==> src/rtl/branch_predict_resolve.sv <==
// Branch resolution in Execute plus a 2-bit saturating-counter prediction table read in Decode.
// Drives the PC select with mispredict recovery and keeps saturating performance counters.
module branch_predict_resolve #(
  parameter int unsigned DATA_WIDTH = 32,
  parameter int unsigned ADDR_WIDTH = 32,
  parameter int unsigned ENTRIES    = 64,
  parameter int unsigned CNT_WIDTH  = 16
) (
  input  logic                  clk,
  input  logic                  rst,
  input  logic [ADDR_WIDTH-1:0] PCD,
  output logic                  PredictTakenD,
  input  logic                  BranchE,
  input  logic                  JumpE,
  input  logic                  JalrE,
  input  logic [2:0]            Funct3E,
  input  logic [DATA_WIDTH-1:0] SrcAE,
  input  logic [DATA_WIDTH-1:0] SrcBE,
  input  logic [ADDR_WIDTH-1:0] PCE,
  input  logic                  PredTakenE,
  input  logic                  StallE,
  output logic [1:0]            PCSrcE,
  output logic                  MispredictE,
  output logic [CNT_WIDTH-1:0]  BranchCount,
  output logic [CNT_WIDTH-1:0]  MispredictCount
);

  localparam int unsigned IdxW = $clog2(ENTRIES);

  logic [1:0]           pht_q [ENTRIES];
  logic [IdxW-1:0]      idx_d;
  logic [IdxW-1:0]      idx_e;
  logic                 taken;
  logic                 update;
  logic [1:0]           ctr;
  logic [1:0]           ctr_d;
  logic [1:0]           pcsrc;
  logic [CNT_WIDTH-1:0] branch_count_q, branch_count_d;
  logic [CNT_WIDTH-1:0] mispredict_count_q, mispredict_count_d;
  logic                 unused_pc;

  // Word-aligned PCs: bits [1:0] and the high bits do not select a table entry.
  assign idx_d     = PCD[IdxW+1:2];
  assign idx_e     = PCE[IdxW+1:2];
  assign unused_pc = ^{PCD, PCE};

  // No bypass: a same-index update this cycle is not visible until the next one.
  assign PredictTakenD = pht_q[idx_d][1];

  always_comb begin
    taken = 1'b0;
    case (Funct3E)
      3'b000:  taken = (SrcAE == SrcBE);
      3'b001:  taken = (SrcAE != SrcBE);
      3'b100:  taken = ($signed(SrcAE) <  $signed(SrcBE));
      3'b101:  taken = ($signed(SrcAE) >= $signed(SrcBE));
      3'b110:  taken = (SrcAE <  SrcBE);
      3'b111:  taken = (SrcAE >= SrcBE);
      default: taken = 1'b0;
    endcase
  end

  always_comb begin
    pcsrc = 2'b00;
    if (!StallE) begin
      if (JalrE) begin
        pcsrc = 2'b10;
      end else if (JumpE) begin
        pcsrc = 2'b01;
      end else if (BranchE && taken && !PredTakenE) begin
        pcsrc = 2'b01;
      end else if (BranchE && !taken && PredTakenE) begin
        pcsrc = 2'b11;
      end
    end
  end

  assign PCSrcE      = pcsrc;
  assign MispredictE = |pcsrc;

  // A jump alongside BranchE wins, and a held branch is only counted once it leaves the stall.
  assign update = BranchE && !StallE && !JumpE && !JalrE;
  assign ctr    = pht_q[idx_e];

  always_comb begin
    ctr_d = ctr;
    if (taken) begin
      if (ctr != 2'b11) ctr_d = ctr + 2'd1;
    end else begin
      if (ctr != 2'b00) ctr_d = ctr - 2'd1;
    end
  end

  always_comb begin
    branch_count_d     = branch_count_q;
    mispredict_count_d = mispredict_count_q;
    if (update) begin
      if (!(&branch_count_q)) branch_count_d = branch_count_q + CNT_WIDTH'(1);
      // Only 01 and 11 are reachable on the branch path.
      if (pcsrc[0] && !(&mispredict_count_q)) begin
        mispredict_count_d = mispredict_count_q + CNT_WIDTH'(1);
      end
    end
  end

  always_ff @(posedge clk) begin
    if (rst) begin
      for (int unsigned i = 0; i < ENTRIES; i++) pht_q[i] <= 2'b01;
    end else if (update) begin
      pht_q[idx_e] <= ctr_d;
    end
  end

  always_ff @(posedge clk) begin
    if (rst) begin
      branch_count_q     <= '0;
      mispredict_count_q <= '0;
    end else begin
      branch_count_q     <= branch_count_d;
      mispredict_count_q <= mispredict_count_d;
    end
  end

  assign BranchCount     = branch_count_q;
  assign MispredictCount = mispredict_count_q;

endmodule

==> config.mk <==
export PLATFORM = sky130hd
export DESIGN_NAME = branch_predict_resolve
export DESIGN_NICKNAME = d
export VERILOG_FILES = /design/src/rtl/branch_predict_resolve.sv
export SDC_FILE = /design/constraint.sdc
export NUM_CORES = 1
export LEC_CHECK = 0
export BUFFER_PORTS_ARGS = -buffer_cell sky130_fd_sc_hd__buf_2
export CELL_PAD_IN_SITES_DETAIL_PLACEMENT = 0
export CELL_PAD_IN_SITES_GLOBAL_PLACEMENT = 1
export CORE_MARGIN = 1.5
export CORE_UTILIZATION = 49
export CTS_BUF_LIST = sky130_fd_sc_hd__clkbuf_8
export CTS_CLUSTER_SIZE = 24
export DETAILED_ROUTE_END_ITERATION = 8
export MAX_ROUTING_LAYER = met4
export PLACE_DENSITY_LB_ADDON = 0.1
export SLEW_MARGIN = 20
export SYNTH_ARGS = -nofsm -noshare
export SYNTH_HDL_FRONTEND = slang
export SYNTH_SLANG_ARGS = --single-unit
==> constraint.sdc <==
create_clock -name clk -period 8.7 [get_ports clk]
set_input_delay 0.87 -clock clk [delete_from_list [all_inputs] [get_ports clk]]
set_output_delay 0.87 -clock clk [all_outputs]
set_load 0.005 [all_outputs]
Word-level counts from Yosys, hierarchy flattened. Memory sizes are Yosys's and may differ from the RTL's. Cells that the tools add are included.

Register bits after elaboration: 32. Memory bits (writable): 128. Input port bits: 138. Output and inout port bits: 36. Logic and storage cells: 59. Memories kept: 1.

Add/subtract/negate cells: 4. Magnitude comparators: 4. Eq/ne operators: 8. Muxes and demuxes: 17. Bitwise logic cells: 1. Reductions and logical operators: 22.

Memories: pht_q (depth 64, width 2, rd ports 2, clocked after Yosys merged registers in 0, wr ports 64, line 30) `logic [1:0] pht_q [ENTRIES];`.

Operators with widths (number): greater-or-equal comparator 32 bit (2); less-than comparator 32 bit (2); adder 16 x 1 -> 16 bit, second input constant (2); equality test 32 bit (1); != test 32 bit (1); AND reduction 16 bit (2); two-way mux 2 bit (9); equality test 3 bit, second input constant (4); logical AND 1 bit (8); zero test 1 bit (6); two-way mux 1 bit (6); two-way mux 6 bit (1); one-hot mux 1 bit (6 select lines) (1); AND reduction 2 bit (2); OR reduction 2 bit (2); equality test 3 x 1 -> 1 bit, second input constant (1); zero test 3 bit (1); adder 2 x 1 -> 2 bit, second input constant (1); != test 2 bit, second input constant (1); nonzero test 2 bit (1); subtractor 2 x 1 -> 2 bit, second input constant (1); inverter 1 bit (1).

Logic depth before layout (Yosys ltp). Gate-level depths: netlist of the first run.

Depth in word-level cells: 12. Gate-level depth with buffers: 13. Mapped depth without buffers: 11.

Worst setup path after synthesis of the first run. No wires, ideal clock.

Path kind: input-to-output. Start: input PCD[2]. End: output PredictTakenD. Data arrival time: 3.282 ns. Required time: 7.830 ns. Setup slack: 4.548 ns. Stages on the path: 5. Path buffers: 2. Cell sequence: clkbuf_1 > buf_1 > mux4_2 > mux4_2 > mux4_2.

Longest elaborated chain between the ends: 1.

RTL lines: from (decl) (line 11) `input logic [ADDR_WIDTH-1:0] PCD,`; memory (64 x 2 bit); to (decl) (line 12) `output logic PredictTakenD,`.

No other way between the ends.

Worst setup path after layout of the first run.
Start: input SrcBE[31]. End: output PCSrcE[0].

Longest elaborated chain between the ends: 10. Elaborated cells between the ends (all ways): 17. Those cells by class: order compare (4); eq/ne (2); mux (6); reduce/logical (5).

RTL lines: from (decl) (line 18) `input logic [DATA_WIDTH-1:0] SrcBE,`; greater-or-equal comparator 32 bit (tied with other cells) (line 58) `3'b111: taken = (SrcAE >= SrcBE);`; one-hot mux 1 bit (6 select lines) (*) (line 52) `case (Funct3E)`; zero test 1 bit (line 72) `end else if (BranchE && !taken && PredTakenE) begin`; logical AND 1 bit (2 in a row) (line 72); two-way mux 2 bit (line 72); two-way mux 2 bit (*) (line 70) `end else if (BranchE && taken && !PredTakenE) begin`; two-way mux 2 bit (*) (line 68) `end else if (JumpE) begin`; two-way mux 2 bit (*) (line 66) `if (JalrE) begin`; two-way mux 2 bit (*) (line 65) `if (!StallE) begin`; to (decl) (line 22) `output logic [1:0] PCSrcE,`.

Every way passes the cells marked *; elsewhere a longest branch is shown, timed or not.

==> flow_summary.ini, run 1 <==
[drt]
vias_per_cell = 5.74
drc = 0
wl_per_cell_um = 18.8
drt_iter0_drc = 536
routed_wirelength_um = 24800
vias = 7577
first_pass_iters = 7
ant_nets = 0

[layout]
instances_no_fill = 1319
nets = 1213
layout-drive-gt1-share = 0.262
syn_to_final_growth_pct = 11.5
final_area_um2 = 10800
diodes = 0
fillerInstances = 1814

[logic_synthesis]
ys_ff_latch = 160
syn_nets = 1128
synth-async-reset-ratio = 0
ys_seq_area_frac = 0.463
ys_top_cells_by_area = edfxtp_1, mux4_2, dfxtp_1
yosys_warnings = 0
yosysTopAreaCellShare = 0.397
synthCells = 956
yosysMostFrequentCell = edfxtp_1
ys.flop_type = edfxtp_1
syn_area_um2 = 9680
yosysUniqueCellTypes = 66
synth_edf_count = 128
syn_area_per_cell_um2 = 10.1
yosys.area.top_type = edfxtp_1
synth_common_cells = edfxtp_1, nor2_1, nand2_1

[timing]
max_freq_mhz = 216
setup_tns_ns = 0
finalCritPeriodShare = 0.531
setup_viol_count_final = 0
period_needed_ns = 4.62
clock_skew_ns = 0.0180
worst_pin_slew_ns = 1.05
rsz0062_at_grt = no
slew_headroom = 0.294
whs_ns = 0.515
hold_viol_final = 0
maxSlewViolCount = 0
fin_ws_ns = 4.08

[floorplan]
start_util = 0.499
io_pins = 174
rows = 51
die_area_um2 = 20600
die_w_um = 144
die_h_um = 144
core_area_um2 = 19400

[setup_path]
crit_fanout = 5
crit_chain = buf_2, inv_1, ha_1, nand4_1, nor4_2, nand3_1, xor2_1, o21bai_1, o211ai_1, nor3_1, o21ai_0, a21boi_0, buf_2
path_class = input port to output port
crit_arrival_ns = 3.75
end_kind = output port
cpMostUsedCell = buf_2
slowest_stage = nor3_1
worst_path_largest_cell_delay_ns = 0.47
worstSetupStartpointType = input port
required_ns = 7.83

[grt]
met2_usage = 0.410
grt_max_degree = 80
antenna_found_initial = 0
grt_pass1_wl_um = 38800
globalRouteMet3Util = 0.0526
first_global_vias = 7203
grt.overflow.total = 0
grt_util_met1 = 0.333
grt_util_all_layers = 0.257
grt_busiest_layer = met2

[cts]
post_cts_resized = 0
numCtsBuffers = 17
cts.clk_slew.worst_paths_ns = 0.09
insertion_delay_ns = 0.47
root_buffer = clkbuf_8
cts_sinks = 160
cts.path.max_buffers = 2
cts_hold_buffers = 0
post_cts_buffers = 0
htreeDepth = 4
cts_tree = done

[hold_path]
holdCritPathClass = flip-flop to flip-flop

[place]
gp_congestion = 0.815
placedInstanceArea_um2 = 10400
placed_cells = 1287
dp_slack_ns = 3.91
port_buffers = 121
hpwlAfterDp_um = 17200

[power_and_ir_drop]
p_int_mw = 1.18
switching_share = 0.278
seqPwrFrac = 0.516
p_leak_nw = 3.93
clock_power_share = 0.332
ir_drop_v = 0.0000972
p_comb_frac = 0.152
p_sw_mw = 0.452
power_density_nw_per_um2 = 151

[status]
status = finished, final reports clean

[run]
maxCapViolCount = 0
==> logic make-up (layout without fill, tap and decap cells) <==
family,count (synthesis),in the layout,synth area share
simple gates,457,457,0.234
flops,160,160,0.463
compound gates,121,121,0.0921
buf+inv,100,198,0.0413
mux,67,67,0.110
fa+ha+maj,36,36,0.0460
xor+xnor,15,15,0.0136
==> registers in the layout (all words and copies together) (netlist names) <==
signal and cells:
BranchCount 16, MispredictCount 16, pht_q 128
==> per-layer routing <==
| layer | wire (um) | vias to the layer above |
|---|---|---|
| li1 | - | 3664 |
| met1 | 11100 | 3630 |
| met2 | 11800 | 257 |
| met3 | 1550 | 26 |
| met4 | 380 | 0 |
| met5 | 0 | - |
==> path summary, 6_finish.rpt <==
| path | startpoint | end | slack [ns] | depth (start not counted) |
|---|---|---|---|---|
| max | SrcBE[31] | PCSrcE[0] | 4.08 | 13 |
| min | MispredictCount[1] | MispredictCount[1] | 0.52 | 2 |
| min reg2reg | MispredictCount[1] | MispredictCount[1] | 0.52 | 2 |
| max reg2reg | MispredictCount[4] | MispredictCount[13] | 5.22 | 9 |
==> critical path, delay by kind of cell <==
| kind | cells | cell delay (ns) |
|---|---|---|
| AO/OA/AOI/OAI | 4 | 0.86 |
| buffers and inverters | 3 | 0.24 |
| AND/OR/NAND/NOR | 4 | 1.26 |
| XOR/XNOR | 1 | 0.19 |
| adder cells (fa/ha/maj) | 1 | 0.34 |
==> power by group through the flow <==
stage / Sequential [mW] / Clock (mW) / Combinational, mW
final: 0.840 / 0.541 / 0.247
after global routing: 0.841 / 0.581 / 0.271
after CTS: 0.840 / 0.549 / 0.248
after detailed placement: 0.857 / 0 / 0.247
after global placement: 0.857 / 0 / 0.245
after floorplan: 0.854 / 0 / 0.173
==> cells in the final DEF (no fill, tap or decap), types with 12 or more instances in the layout <==
cell type,Yosys,final
mux4_2,29,29
ha_1,34,34
nor3_1,65,65
mux2i_1,16,16
mux2_2,17,17
buf_2,20,121
or2_2,56,56
nand4_1,18,18
inv_1,37,40
edfxtp_1,128,128
dfxtp_1,32,32
nand2_1,94,94
nor2b_1,24,24
nand3_1,28,28
clkbuf_8,0,17
a21oi_1,31,31
nand2b_1,12,12
nor2_1,118,118
==> metrics by stage <==
stage,power [mW],util
detailed placement,1.10,0.537
CTS,1.64,0.557
global placement,1.10,0.537
floorplan,1.03,-
finish,1.63,0.557
global route,1.69,0.557
==> final cells by class <==
type	instances	area, um2	area share
flip-flops and latches	160	4480	0.415
inverters	37	139	0.0129
clock inverters	15	145	0.0134
multi-input cells	696	4800	0.445
repair buffers	129	666	0.0616
well taps	265	332	0.0307
clock buffers	17	234	0.0217
Power figures use the tool's default switching activity.
==> run 2, diff against run 1 <==
--- a/config.mk
+++ b/config.mk
@@ -9,7 +9,7 @@
 export CELL_PAD_IN_SITES_DETAIL_PLACEMENT = 0
 export CELL_PAD_IN_SITES_GLOBAL_PLACEMENT = 1
 export CORE_MARGIN = 1.5
-export CORE_UTILIZATION = 49
+export CORE_UTILIZATION = 41
 export CTS_BUF_LIST = sky130_fd_sc_hd__clkbuf_8
 export CTS_CLUSTER_SIZE = 24
 export DETAILED_ROUTE_END_ITERATION = 8
==> constraint.sdc (replaced) <==
create_clock -name clk -period 4.1 [get_ports clk]
set_input_delay 0.41 -clock clk [delete_from_list [all_inputs] [get_ports clk]]
set_output_delay 0.41 -clock clk [all_outputs]
set_load 0.005 [all_outputs]
==> run 2 against run 1 <==
Combinational power grew 130%. Core utilization shrank 8.1 points. Critical path depth shrank 1. Clock skew shrank 0.0034 ns. Clock power grew 120%. Non-clock buffer count grew 22. Critical path type unchanged. Critical endpoint unchanged.
==> flow_summary.ini, run 2 (same netlist as run 1, synthesis figures left out) <==
[status]
status = finished, final reports clean

[layout]
largest_reg_flops = 128
fillerInstances = 2261
top_register = pht_q
utilization = 0.476
regArea_um2 = 4480
multi_input_area_um2 = 4800
nets = 1235
layout-drive-gt1-share = 0.281
layout_common_cells = edfxtp_1, buf_2, nor2_1
syn_to_final_growth_pct = 14.7
final_common_cell = edfxtp_1

[grt]
grt_max_degree = 82
antenna_found_initial = 1
grt_pass1_wl_um = 40200
grt.overflow.total = 0
grt_util_all_layers = 0.224
first_global_vias = 7299

[timing]
period_needed_ns = 3.61
hold_viol_final = 0
worst_pin_slew_ns = 0.891
rsz0062_at_grt = no
maxSlewViolCount = 0
max_freq_mhz = 277
slew_headroom = 0.404
setup_viol_count_final = 0
clock_skew_ns = 0.0147
setup_tns_ns = 0
finalCritPeriodShare = 0.880

[setup_path]
end_kind = output port
rr_endpoint = MispredictCount[13]
crit_fanout = 4
crit_arrival_ns = 3.20
reg2reg_slack_ns = 1.26
required_ns = 3.69
startpoint = SrcAE[25]
timing.rr.start = MispredictCount[4]
worstSetupStartpointType = input port
worst-r2r-cell-count = 11
path_class = input port to output port

[power_and_ir_drop]
switching_share = 0.296
ir_drop_v = 0.000160
power_density_nw_per_um2 = 320
seqPwrFrac = 0.501
p_int_mw = 2.51
clock_power_share = 0.338
p_sw_mw = 1.05
p_leak_nw = 4.06
p_comb_frac = 0.161

[cts]
htreeDepth = 4
cts.clk_slew.worst_paths_ns = 0.09
root_buffer = clkbuf_8
numCtsBuffers = 17
post_cts_buffers = 0
cts_hold_buffers = 0
cts_sinks = 160
cts_tree = done
post_cts_resized = 0
cts.path.max_buffers = 2
insertion_delay_ns = 0.46

[floorplan]
io_pins = 174
start_util = 0.415
die_h_um = 157
rows = 56
die_area_um2 = 24500
core_area_um2 = 23300
die_w_um = 157

[drt]
drc = 0
routed_wirelength_um = 25900
ant_nets = 0
drt_iter0_drc = 529
first_pass_iters = 5
vias = 7606
vias_per_cell = 5.45
wl_per_cell_um = 18.6

[run]
maxCapViolCount = 0

[hold_path]
worstHoldStart = PCE[7]
min_to = pht_q[36][0]
whs_path_depth = 2
holdCritPathClass = input port to flip-flop

[place]
gp_congestion = 0.814
hpwlAfterDp_um = 18600
port_buffers = 121
run 2: cell count changes in the layout (fill, tap and decap cells not counted), moves of 2 or more:
cell        before  now
inv_6            3    5
inv_1           40   37
clkinvlp_4       4    2
buf_4            8   27
inv_8            0    5
buf_12           0    4
run 2: power by group through the flow:
stage / registers, mW / logic, mW / clock network (mW)
global route: 1.79 / 0.624 / 1.29
floorplan: 1.81 / 0.366 / 0
CTS: 1.78 / 0.576 / 1.23
finish: 1.78 / 0.572 / 1.20
detailed placement: 1.82 / 0.574 / 0
global placement: 1.82 / 0.573 / 0
run 2: stage by stage:
stage                     instances  hold slack [ns]  cell area (um2)  setup WS [ns]  power [mW]
after global routing           1396            0.307            11100          0.221        3.70
after floorplan                 956            0.490             9680          0.868        2.18
after CTS                      1395            0.302            11100          0.488        3.59
final                          1396            0.328            11100          0.492        3.56
after global placement         1363            0.492            10700          0.508        2.39
after detailed placement       1363            0.504            10700          0.493        2.39
run 2: per-layer routing:
metal  global-route usage  routed length (um)  vias up
li1                     -                   -     3712
met1                0.306               12000     3666
met2                0.351               12100      203
met3               0.0330                1490       25
met4               0.0522                 325        0
met5                    -                   0        -
run 2: worst max path at each step:
stage                         end  cells past startpoint
finish                  PCSrcE[0]                     12
global route            PCSrcE[0]                     13
CTS                     PCSrcE[0]                     12
detailed placement      PCSrcE[0]                     12
global placement        PCSrcE[0]                     12
floorplan           PredictTakenD                      5
run 2: worst max-delay path, stage by stage:
cell	delay, ns
buf_2	0.10
ha_1	0.31
a211oi_2	0.25
o22ai_1	0.13
nor4_2	0.15
a21oi_1	0.16
or4_4	0.57
o211a_4	0.29
a21oi_1	0.30
o21ai_0	0.19
a21boi_0	0.20
buf_2	0.14
run 2: cell type report:
class	instances	share of cell area
clock buffer	17	0.0211
antenna	1	0.000225
inverter	37	0.0125
multi-input combinational	696	0.432
tap	319	0.0359
timing repair buffer	151	0.0795
clock inverter	15	0.0150
sequential	160	0.404
